### src/rtl/ram_port_arbiter_if.sv
// Bundle of requester ports A/B and RAM-side signals for ram_port_arbiter.
// master = requesters plus RAM model, slave = the arbiter itself.
interface ram_port_arbiter_if #(
    parameter int DATA_W = 32,
    parameter int ADDR_W = 9
);
    logic              a_req;
    logic              a_we;
    logic [ADDR_W-1:0] a_addr;
    logic [DATA_W-1:0] a_wdata;
    logic              a_ack;
    logic [DATA_W-1:0] a_rdata;

    logic              b_req;
    logic              b_we;
    logic [ADDR_W-1:0] b_addr;
    logic [DATA_W-1:0] b_wdata;
    logic              b_ack;
    logic [DATA_W-1:0] b_rdata;

    logic [ADDR_W-1:0] mem_addr;
    logic [DATA_W-1:0] mem_wdata;
    logic              mem_read;
    logic              mem_write;
    logic [DATA_W-1:0] mem_rdata;

    logic              busy;
    logic              owner;

    modport master (
        output a_req, a_we, a_addr, a_wdata,
        input  a_ack, a_rdata,
        output b_req, b_we, b_addr, b_wdata,
        input  b_ack, b_rdata,
        input  mem_addr, mem_wdata, mem_read, mem_write,
        output mem_rdata,
        input  busy, owner
    );

    modport slave (
        input  a_req, a_we, a_addr, a_wdata,
        output a_ack, a_rdata,
        input  b_req, b_we, b_addr, b_wdata,
        output b_ack, b_rdata,
        output mem_addr, mem_wdata, mem_read, mem_write,
        input  mem_rdata,
        output busy, owner
    );
endinterface

### src/rtl/ram_port_arbiter.sv
// Shares one single-port RAM between port A (CPU) and port B (loader/debug): grant, one-cycle
// strobe, fixed MEM_LAT wait, one-cycle ack. Define ARB_ROUND_ROBIN_EN for round-robin ties.
module ram_port_arbiter #(
    parameter int DATA_W  = 32,
    parameter int ADDR_W  = 9,
    parameter int MEM_LAT = 1
) (
    input  logic              clock,
    input  logic              reset,
    ram_port_arbiter_if.slave bus
);
    typedef enum logic [1:0] {S_IDLE, S_ISSUE, S_WAIT, S_ACK} state_t;

    localparam logic [3:0] WAIT_LOAD = 4'(MEM_LAT - 1);

    if (MEM_LAT < 1 || MEM_LAT > 15) begin : g_bad_lat
        $error("ram_port_arbiter: MEM_LAT must be in 1..15");
    end

    state_t            stateReg;
    logic [3:0]        waitCnt;
    logic              ownerReg;
    logic              isWriteReg;
    logic              busyReg;
    logic              memReadReg;
    logic              memWriteReg;
    logic [ADDR_W-1:0] memAddrReg;
    logic [DATA_W-1:0] memWdataReg;
    logic [1:0]        ackReg;
    logic [DATA_W-1:0] rdataReg [2];

    logic              anyReq;
    logic              grantB;
    logic              selWe;
    logic [ADDR_W-1:0] selAddr;
    logic [DATA_W-1:0] selWdata;

    assign anyReq = bus.a_req | bus.b_req;

`ifdef ARB_ROUND_ROBIN_EN
    // Set when B was the most recent grant; a tie goes to whichever port was not served last.
    logic lastB;
    assign grantB = (bus.a_req & bus.b_req) ? ~lastB : bus.b_req;
`else
    assign grantB = bus.b_req & ~bus.a_req;
`endif

    assign selWe    = grantB ? bus.b_we    : bus.a_we;
    assign selAddr  = grantB ? bus.b_addr  : bus.a_addr;
    assign selWdata = grantB ? bus.b_wdata : bus.a_wdata;

    always_ff @(posedge clock or negedge reset) begin
        if (!reset) begin
            stateReg    <= S_IDLE;
            waitCnt     <= '0;
            ownerReg    <= 1'b0;
            isWriteReg  <= 1'b0;
            busyReg     <= 1'b0;
            memReadReg  <= 1'b0;
            memWriteReg <= 1'b0;
            memAddrReg  <= '0;
            memWdataReg <= '0;
            ackReg      <= '0;
            rdataReg[0] <= '0;
            rdataReg[1] <= '0;
`ifdef ARB_ROUND_ROBIN_EN
            lastB       <= 1'b1;
`endif
        end else begin
            case (stateReg)
                S_IDLE: begin
                    if (anyReq) begin
                        memAddrReg  <= selAddr;
                        memWdataReg <= selWdata;
                        ownerReg    <= grantB;
                        isWriteReg  <= selWe;
                        memReadReg  <= ~selWe;
                        memWriteReg <= selWe;
                        busyReg     <= 1'b1;
                        stateReg    <= S_ISSUE;
`ifdef ARB_ROUND_ROBIN_EN
                        lastB       <= grantB;
`endif
                    end
                end
                S_ISSUE: begin
                    memReadReg  <= 1'b0;
                    memWriteReg <= 1'b0;
                    waitCnt     <= WAIT_LOAD;
                    stateReg    <= S_WAIT;
                end
                S_WAIT: begin
                    if (waitCnt == 4'd0) begin
                        // Writes leave the owner's last read data untouched.
                        if (!isWriteReg) begin
                            rdataReg[ownerReg] <= bus.mem_rdata;
                        end
                        ackReg[ownerReg] <= 1'b1;
                        stateReg         <= S_ACK;
                    end else begin
                        waitCnt <= waitCnt - 4'd1;
                    end
                end
                S_ACK: begin
                    ackReg   <= '0;
                    busyReg  <= 1'b0;
                    stateReg <= S_IDLE;
                end
                default: begin
                    stateReg <= S_IDLE;
                end
            endcase
        end
    end

    assign bus.a_ack     = ackReg[0];
    assign bus.b_ack     = ackReg[1];
    assign bus.a_rdata   = rdataReg[0];
    assign bus.b_rdata   = rdataReg[1];
    assign bus.mem_addr  = memAddrReg;
    assign bus.mem_wdata = memWdataReg;
    assign bus.mem_read  = memReadReg;
    assign bus.mem_write = memWriteReg;
    assign bus.busy      = busyReg;
    assign bus.owner     = ownerReg;
endmodule

### src/flat_wrapper.sv
// flat-port wrapper written by rule: the top's interface ports become plain ports
module ram_port_arbiter_flat 
#(
    parameter int DATA_W  = 32,
    parameter int ADDR_W  = 9,
    parameter int MEM_LAT = 1
)
  (clock, reset, bus_a_req, bus_a_we, bus_a_addr, bus_a_wdata, bus_a_ack, bus_a_rdata, bus_b_req, bus_b_we, bus_b_addr, bus_b_wdata, bus_b_ack, bus_b_rdata, bus_mem_addr, bus_mem_wdata, bus_mem_read, bus_mem_write, bus_mem_rdata, bus_busy, bus_owner);
  ram_port_arbiter_if #(.DATA_W(DATA_W), .ADDR_W(ADDR_W)) bus_i ();
  input  logic clock;
  input  logic reset;
  input wire logic [$bits(bus_i.a_req)-1:0] bus_a_req;
  input wire logic [$bits(bus_i.a_we)-1:0] bus_a_we;
  input wire logic [$bits(bus_i.a_addr)-1:0] bus_a_addr;
  input wire logic [$bits(bus_i.a_wdata)-1:0] bus_a_wdata;
  output wire logic [$bits(bus_i.a_ack)-1:0] bus_a_ack;
  output wire logic [$bits(bus_i.a_rdata)-1:0] bus_a_rdata;
  input wire logic [$bits(bus_i.b_req)-1:0] bus_b_req;
  input wire logic [$bits(bus_i.b_we)-1:0] bus_b_we;
  input wire logic [$bits(bus_i.b_addr)-1:0] bus_b_addr;
  input wire logic [$bits(bus_i.b_wdata)-1:0] bus_b_wdata;
  output wire logic [$bits(bus_i.b_ack)-1:0] bus_b_ack;
  output wire logic [$bits(bus_i.b_rdata)-1:0] bus_b_rdata;
  output wire logic [$bits(bus_i.mem_addr)-1:0] bus_mem_addr;
  output wire logic [$bits(bus_i.mem_wdata)-1:0] bus_mem_wdata;
  output wire logic [$bits(bus_i.mem_read)-1:0] bus_mem_read;
  output wire logic [$bits(bus_i.mem_write)-1:0] bus_mem_write;
  input wire logic [$bits(bus_i.mem_rdata)-1:0] bus_mem_rdata;
  output wire logic [$bits(bus_i.busy)-1:0] bus_busy;
  output wire logic [$bits(bus_i.owner)-1:0] bus_owner;
  assign bus_i.a_req = bus_a_req;
  assign bus_i.a_we = bus_a_we;
  assign bus_i.a_addr = bus_a_addr;
  assign bus_i.a_wdata = bus_a_wdata;
  assign bus_a_ack = bus_i.a_ack;
  assign bus_a_rdata = bus_i.a_rdata;
  assign bus_i.b_req = bus_b_req;
  assign bus_i.b_we = bus_b_we;
  assign bus_i.b_addr = bus_b_addr;
  assign bus_i.b_wdata = bus_b_wdata;
  assign bus_b_ack = bus_i.b_ack;
  assign bus_b_rdata = bus_i.b_rdata;
  assign bus_mem_addr = bus_i.mem_addr;
  assign bus_mem_wdata = bus_i.mem_wdata;
  assign bus_mem_read = bus_i.mem_read;
  assign bus_mem_write = bus_i.mem_write;
  assign bus_i.mem_rdata = bus_mem_rdata;
  assign bus_busy = bus_i.busy;
  assign bus_owner = bus_i.owner;
  ram_port_arbiter #(.DATA_W(DATA_W), .ADDR_W(ADDR_W), .MEM_LAT(MEM_LAT)) u_core (.clock(clock), .reset(reset), .bus(bus_i));
endmodule
### config.mk
export PLATFORM = sky130hd
export DESIGN_NAME = ram_port_arbiter_flat
export DESIGN_NICKNAME = d
export VERILOG_FILES = /design/src/rtl/ram_port_arbiter_if.sv /design/src/rtl/ram_port_arbiter.sv /design/src/flat_wrapper.sv
export SDC_FILE = /design/constraint.sdc
export NUM_CORES = 1
export LEC_CHECK = 0
export ABC_AREA = 1
export BUFFER_PORTS_ARGS = -buffer_cell sky130_fd_sc_hd__buf_2
export CAP_MARGIN = 15
export CORE_UTILIZATION = 34
export CTS_BUF_LIST = sky130_fd_sc_hd__clkbuf_4
export DETAILED_ROUTE_END_ITERATION = 10
export PLACE_DENSITY_LB_ADDON = 0.25
export SLEW_MARGIN = 20
export SYNTH_ARGS = -nofsm -noshare
export SYNTH_HDL_FRONTEND = slang
export SYNTH_SLANG_ARGS = --single-unit
### constraint.sdc
create_clock -name clock -period 1.8 [get_ports clock]
set_input_delay 0.18 -clock clock [delete_from_list [all_inputs] [get_ports clock]]
set_output_delay 0.18 -clock clock [all_outputs]
set_load 0.05 [all_outputs]
==> results of run 1 <==
==> synth_stat cells, drive strengths merged <==
cell | count | area [um2]
nand2 | 376 | 1420
buf | 41 | 328
o21ai | 3 | 18.8
xor2 | 1 | 8.76
o211ai | 2 | 15.0
dfrtp | 118 | 2950
inv | 17 | 63.8
nand3 | 50 | 250
nor2 | 9 | 60.1
clkbuf | 7 | 40.0
nand4 | 66 | 425
ha | 5 | 62.6
==> path summary, 6_finish.rpt <==
check | from | endpoint
max reg2reg | u_core.waitCnt[0]$_DFFE_PN0P_ | u_core.bus.b_rdata[20]$_DFFE_PN0P_
min | reset | u_core.bus.a_rdata[11]$_DFFE_PN0P_
min reg2reg | u_core.bus.a_rdata[31]$_DFFE_PN0P_ | u_core.bus.a_rdata[31]$_DFFE_PN0P_
max | u_core.bus.owner$_DFFE_PN0P_ | bus_owner
max in group asynchronous | reset | u_core.bus.busy$_DFFE_PN0P_
min in group clock | bus_b_req | u_core.bus.mem_write$_DFFE_PN0P_
==> cell families (layout without fill, tap and decap cells) <==
logic type      after synthesis  count (layout)
simple gates                501             501
flops                       118             118
xor+xnor                      1               1
buf+inv                      65             409
fa+ha+maj                     5               5
compound gates                5               5
other cells                   0               1
==> per-stage QoR <==
stage	area (um2)	hold slack [ns]	std cells	power, uW
after floorplan	5640	-0.116	695	11400
after global placement	6940	0.179	1109	13400
after detailed placement	6940	0.180	1109	13500
after CTS	8330	0.124	1255	15400
after global routing	8340	0.154	1256	16300
final	8340	0.178	1256	15300
==> flip-flops by register name (all words and copies together), names as in the netlist <==
signal,cells
u_core.bus.busy,1
u_core.bus.mem_read,1
u_core.bus.mem_addr,9
u_core.isWriteReg,1
u_core.stateReg,2
u_core.bus.mem_write,1
u_core.bus.b_rdata,32
u_core.bus.mem_wdata,32
u_core.bus.a_rdata,32
u_core.waitCnt,4
u_core.bus.owner,1
u_core.ackReg,2
==> cell type report <==
class / instances / area share
inverter: 17 / 0.00765
clock inverter: 8 / 0.00750
timing repair buffer: 364 / 0.308
clock buffer: 20 / 0.0180
tap: 216 / 0.0324
multi-input combinational: 512 / 0.272
sequential: 118 / 0.354
antenna: 1 / 0.000300
==> power by group <==
| part | total, uW | switching [uW] | internal, uW | leakage, uW |
|---|---|---|---|---|
| clock network | 1600 | 925 | 679 | 0.000129 |
| registers | 4630 | 727 | 3900 | 0.00146 |
| logic | 9050 | 6870 | 2180 | 0.00310 |
==> per-layer routing <==
layer  GRT usage  wire [um]
met1       0.262       7820
met2       0.348       8410
met3      0.0550       1130
met4      0.0757        177
met5           0          0
==> worst reg2reg max path: stages (launching register included) <==
cell     delay [ns]
dfrtp_1        0.38
inv_1          0.11
ha_1           0.32
nand2_2        0.13
nor2_8         0.10
buf_12         0.25
nand4_1        0.18
nand2_1        0.09
==> timing repair <==
item	CTS	global route
hold buffers	118	0
setup endpoints to repair	0	1
gates resized for setup	0	1
hold endpoints to repair	226	0
==> flow_summary.json, run 1 <==
{
  "die_h_um": 131,
  "multi_input_area_um2": 2270,
  "worst_slew_pin_slew_ns": 0.491,
  "synth_mux_area_frac": 0,
  "status": "completed",
  "rsz0062_at_grt": "no",
  "cpLargestDelayFamily": "buffers and inverters",
  "hp-class": "in -> async",
  "final_common_cell": "nand2_1",
  "synth-simple-area-share": 0.382,
  "synth_cells": 695,
  "synth_compound_area_frac": 0.00599,
  "p_leak_uw": 0.00469,
  "nets": 1155,
  "cp_cell_sequence": "buf_12, clkbuf_4",
  "hpwl_mm": 11.0,
  "die_area_um2": 17100,
  "end_kind": "output port",
  "synth_cell_types": 24,
  "fin_crit_sh": 0.937,
  "io_pins": 231,
  "core.rowCount": 46,
  "cts_buffers": 17,
  "grt_use_total": 0.210,
  "cts_buffer_depth": 2,
  "grt_pass1_wl_mm": 27.6,
  "start_kind": "register",
  "clock_latency_ns": 0.52,
  "portBuffers": 230,
  "synth_top_family_by_area": "simple AND/OR/NAND/NOR gates",
  "cp_slowest_cell": "dfrtp_1",
  "drv_slew": 0,
  "synth_xor_area_frac": 0.00155,
  "numClockSinks": 118,
  "crit_arrival_ns": 1.51,
  "cts_htree_levels": 4,
  "via_per_inst": 4.69,
  "cts_tree": "yes",
  "p_per_area_nw_per_um2": 1830,
  "layout-drive-gt1-share": 0.274,
  "mostFrequentLayoutCells": "nand2_1 (373), buf_2 (228), dlygate4sd3_1 (118), dfrtp_1 (118), nand4_1 (64)",
  "yosys_warnings": 0,
  "grt_max_degree": 65,
  "pre_cts_ws_ns": 0.199,
  "cap_violations": 0,
  "ir_drop_uv": 975,
  "syn-num-nets": 820,
  "fill_cells": 1519,
  "wl_per_cell_um": 14.0,
  "vias": 5893,
  "drcViolationCount": 0,
  "criticalPathCategory": "reg -> out",
  "worst-path-stages": 2,
  "max_freq_mhz": 593,
  "synth_seq_cells": 118,
  "setup-tns-final_ns": 0,
  "drtAntennaViolNets": 0,
  "required_ns": 1.62,
  "seq_area_um2": 2950,
  "routabilityCongestion": 0.757,
  "synth.yosys.seq_area_share": 0.523,
  "clock_skew_ns": 0.0148,
  "clk_pin_slew_ns": 0.09,
  "wirelength_mm": 17.5,
  "grt.overflow.total": 0,
  "detail_route.first_pass.iterations": 5,
  "coreArea_um2": 16100,
  "hold_viol_final": 0,
  "grt_pass1_vias": 5740,
  "period_needed_ns": 1.69,
  "setup_viol": 0,
  "cts_setup_buffers": 0,
  "syn_area_um2": 5640,
  "area_delta_synth_final_pct": 47.7,
  "path_buf_inv": 2,
  "antenna_found_initial": 1,
  "root_buffer": "clkbuf_4",
  "synthAdderAreaFrac": 0.0111,
  "slowest_delay_ns": 0.49,
  "initialDrtViolationCount": 285,
  "start_util": 0.351,
  "rrSetupSlack_ns": 0.19,
  "fin_util": 0.519,
  "cp_max_fo": 34,
  "max_slew_margin": 0.673,
  "die_w_um": 131,
  "avgSynthCellArea_um2": 8.12,
  "reg2regPathDepth": 7,
  "fin_ws_ns": 0.114
}
Power figures use the tool's default switching activity.
==> inputs of run 2 (changes only) <==
- ABC_AREA: 1 -> not set
==> flow_summary.json, run 2 <==
{
  "core.rowCount": 44,
  "die_area_um2": 15500,
  "rsz0062_at_grt": "yes",
  "via_per_inst": 4.71,
  "period_needed_ns": 2.16,
  "yosysMostFrequentCell": "dfrtp_1",
  "die_w_um": 124,
  "start_util": 0.349,
  "cts_buffers": 17,
  "cts_tree": "yes",
  "end_kind": "register",
  "grt_max_degree": 57,
  "max_freq_mhz": 462,
  "yosysTopAreaCell": "dfrtp_1",
  "initialDrtViolationCount": 144,
  "max_slew_margin": 0.592,
  "fin_crit_sh": 1.20,
  "cts_htree_levels": 4,
  "power_uw": 16200,
  "antenna_cells": 0,
  "cp_max_fo": 27,
  "synth.yosys.seq_area_share": 0.580,
  "p_per_area_nw_per_um2": 1920,
  "grt_use_total": 0.207,
  "violations": "negative setup slack",
  "synth_cell_types": 34,
  "drv_slew": 0,
  "start_kind": "register",
  "ir_drop_uv": 968,
  "synthTopCellsByArea": "dfrtp_1 (58%), mux2_4 (8.8%), mux2i_1 (8.4%)",
  "nets": 886,
  "synth_top_area_frac": 0.580,
  "fill_cells": 1138,
  "clk_pin_slew_ns": 0.10,
  "mostFrequentLayoutCells": "buf_2 (229), dlygate4sd3_1 (120), dfrtp_1 (118)",
  "synth_top_flop_cell": "dfrtp_1",
  "grt_pass1_vias": 5017,
  "yosys_warnings": 0,
  "status": "finished, violations left",
  "clock_skew_ns": 0.0206,
  "clock_latency_ns": 0.52,
  "drcViolationCount": 0,
  "wirelength_mm": 15.3,
  "numClockSinks": 118,
  "layout-drive-gt1-share": 0.486,
  "whs_ns": 0.137,
  "grt_pass1_wl_mm": 25.3,
  "synth_cells": 381,
  "worst_slew_pin_slew_ns": 0.610,
  "hpwl_mm": 8.96,
  "synthTopCellsByCount": "dfrtp_1 (118), o21ai_0 (48), nand2_1 (44), mux2i_1 (43), mux2_2 (36)",
  "coreArea_um2": 14600,
  "portBuffers": 230,
  "area_delta_synth_final_pct": 64.8,
  "root_buffer": "clkbuf_4",
  "synth_seq_cells": 118,
  "final_common_cell": "buf_2",
  "syn_area_um2": 5090,
  "crit_arrival_ns": 2.56,
  "avgSynthCellArea_um2": 13.4,
  "cts_buffer_depth": 2,
  "required_ns": 2.19,
  "detail_route.first_pass.iterations": 4,
  "p_leak_uw": 0.00425,
  "hp-class": "in -> async",
  "syn-num-nets": 506,
  "vias": 4496,
  "wl_per_cell_um": 16.0,
  "seq_area_um2": 2950,
  "criticalPathCategory": "reg -> reg",
  "hold_viol_final": 0,
  "setup_viol": 70,
  "cap_violations": 0,
  "fin_ws_ns": -0.364,
  "antenna_found_initial": 0,
  "die_h_um": 124,
  "synth-edff-count": 0,
  "io_pins": 231,
  "multi_input_area_um2": 2160,
  "fin_util": 0.576,
  "grt.overflow.total": 0,
  "synth-async-reset-ratio": 1.00,
  "routabilityCongestion": 0.726,
  "drtAntennaViolNets": 0
}
## run 2: changes by cell type after synthesis, sizes merged, moves of 3 or more
cell	previous run	this run
inv	17	5
nor2	9	3
nand2	376	44
buf	41	11
nand4	66	0
o21ai	3	49
mux2	0	66
nand3	50	0
a21oi	0	3
mux2i	0	43
clkbuf	7	12
## run 2: area by class of cell
cell class / instances / share of cell area
clock buffers: 22 / 0.0197
clock inverters: 7 / 0.00983
inverters: 5 / 0.00223
multi-input cells: 235 / 0.257
flip-flops and latches: 118 / 0.352
well taps: 184 / 0.0274
repair buffers: 384 / 0.333
## run 2: what timing repair did
item | 4_1_cts | 5_1_grt
resized for setup | 42 | 11
pin swaps | 3 | 2
hold endpoints to repair | 225 | 0
setup buffers | 8 | 1
gates cloned | 3 | 0
setup endpoints to repair | 65 | 72
hold buffers | 120 | 0
## run 2: layer usage
metal / track usage / vias up / share of wire
met1: 0.240 / 2163 / 0.43
li1: - / 2104 / -
met4: 0.0773 / 0 / 0.021
met3: 0.0709 / 27 / 0.070
met2: 0.352 / 202 / 0.48
met5: 0 / - / 0
## run 2: cells by family (layout without fill, tap and decap cells)
group | after synthesis | in the layout | synth area share
compound gates | 59 | 59 | 0.0629
mux | 109 | 109 | 0.252
flops | 118 | 118 | 0.580
buf+inv | 28 | 418 | 0.0344
simple gates | 62 | 62 | 0.0584
fa+ha+maj | 5 | 5 | 0.0123
## run 2: per-stage QoR
stage                     TNS, ns  cell area, um2  instances  setup WS [ns]
after global placement     -15.26            6610        795         -0.328
after global routing       -23.98            8400        955         -0.412
after CTS                  -18.02            8360        955         -0.344
after floorplan            -20.45            5100        381         -0.462
after detailed placement   -18.06            6610        795         -0.376
final                      -20.24            8400        955         -0.364
## run 2: power by group
group,switching (uW),internal (uW),total (uW)
sequential,717,3950,4660
clock,921,864,1780
combinational,6490,3230,9710
## run 2: final timing paths
| check | cells past startpoint | start | slack, ns | end |
|---|---|---|---|---|
| max | 6 | u_core.waitCnt[1]$_DFFE_PN0P_ | -0.36 | u_core.bus.a_rdata[9]$_DFFE_PN0P_ |
| min | 2 | reset | 0.14 | u_core.bus.b_rdata[3]$_DFFE_PN0P_ |
| max reg2reg | 6 | u_core.waitCnt[1]$_DFFE_PN0P_ | -0.36 | u_core.bus.a_rdata[9]$_DFFE_PN0P_ |
| min reg2reg | 2 | u_core.bus.mem_wdata[9]$_DFFE_PN0P_ | 0.48 | u_core.bus.mem_wdata[9]$_DFFE_PN0P_ |
| max in group asynchronous | 3 | reset | 1.09 | u_core.bus.a_rdata[19]$_DFFE_PN0P_ |
| min in group clock | 4 | bus_b_req | 0.21 | u_core.bus.mem_addr[3]$_DFFE_PN0P_ |
## run 2: worst max-delay path, cell delays in order (launching register included)
cell and delay [ns]:
dfrtp_1 0.39, inv_2 0.08, ha_4 0.13, or3b_4 0.37
or4b_4 0.53, buf_12 0.21, mux2_4 0.32
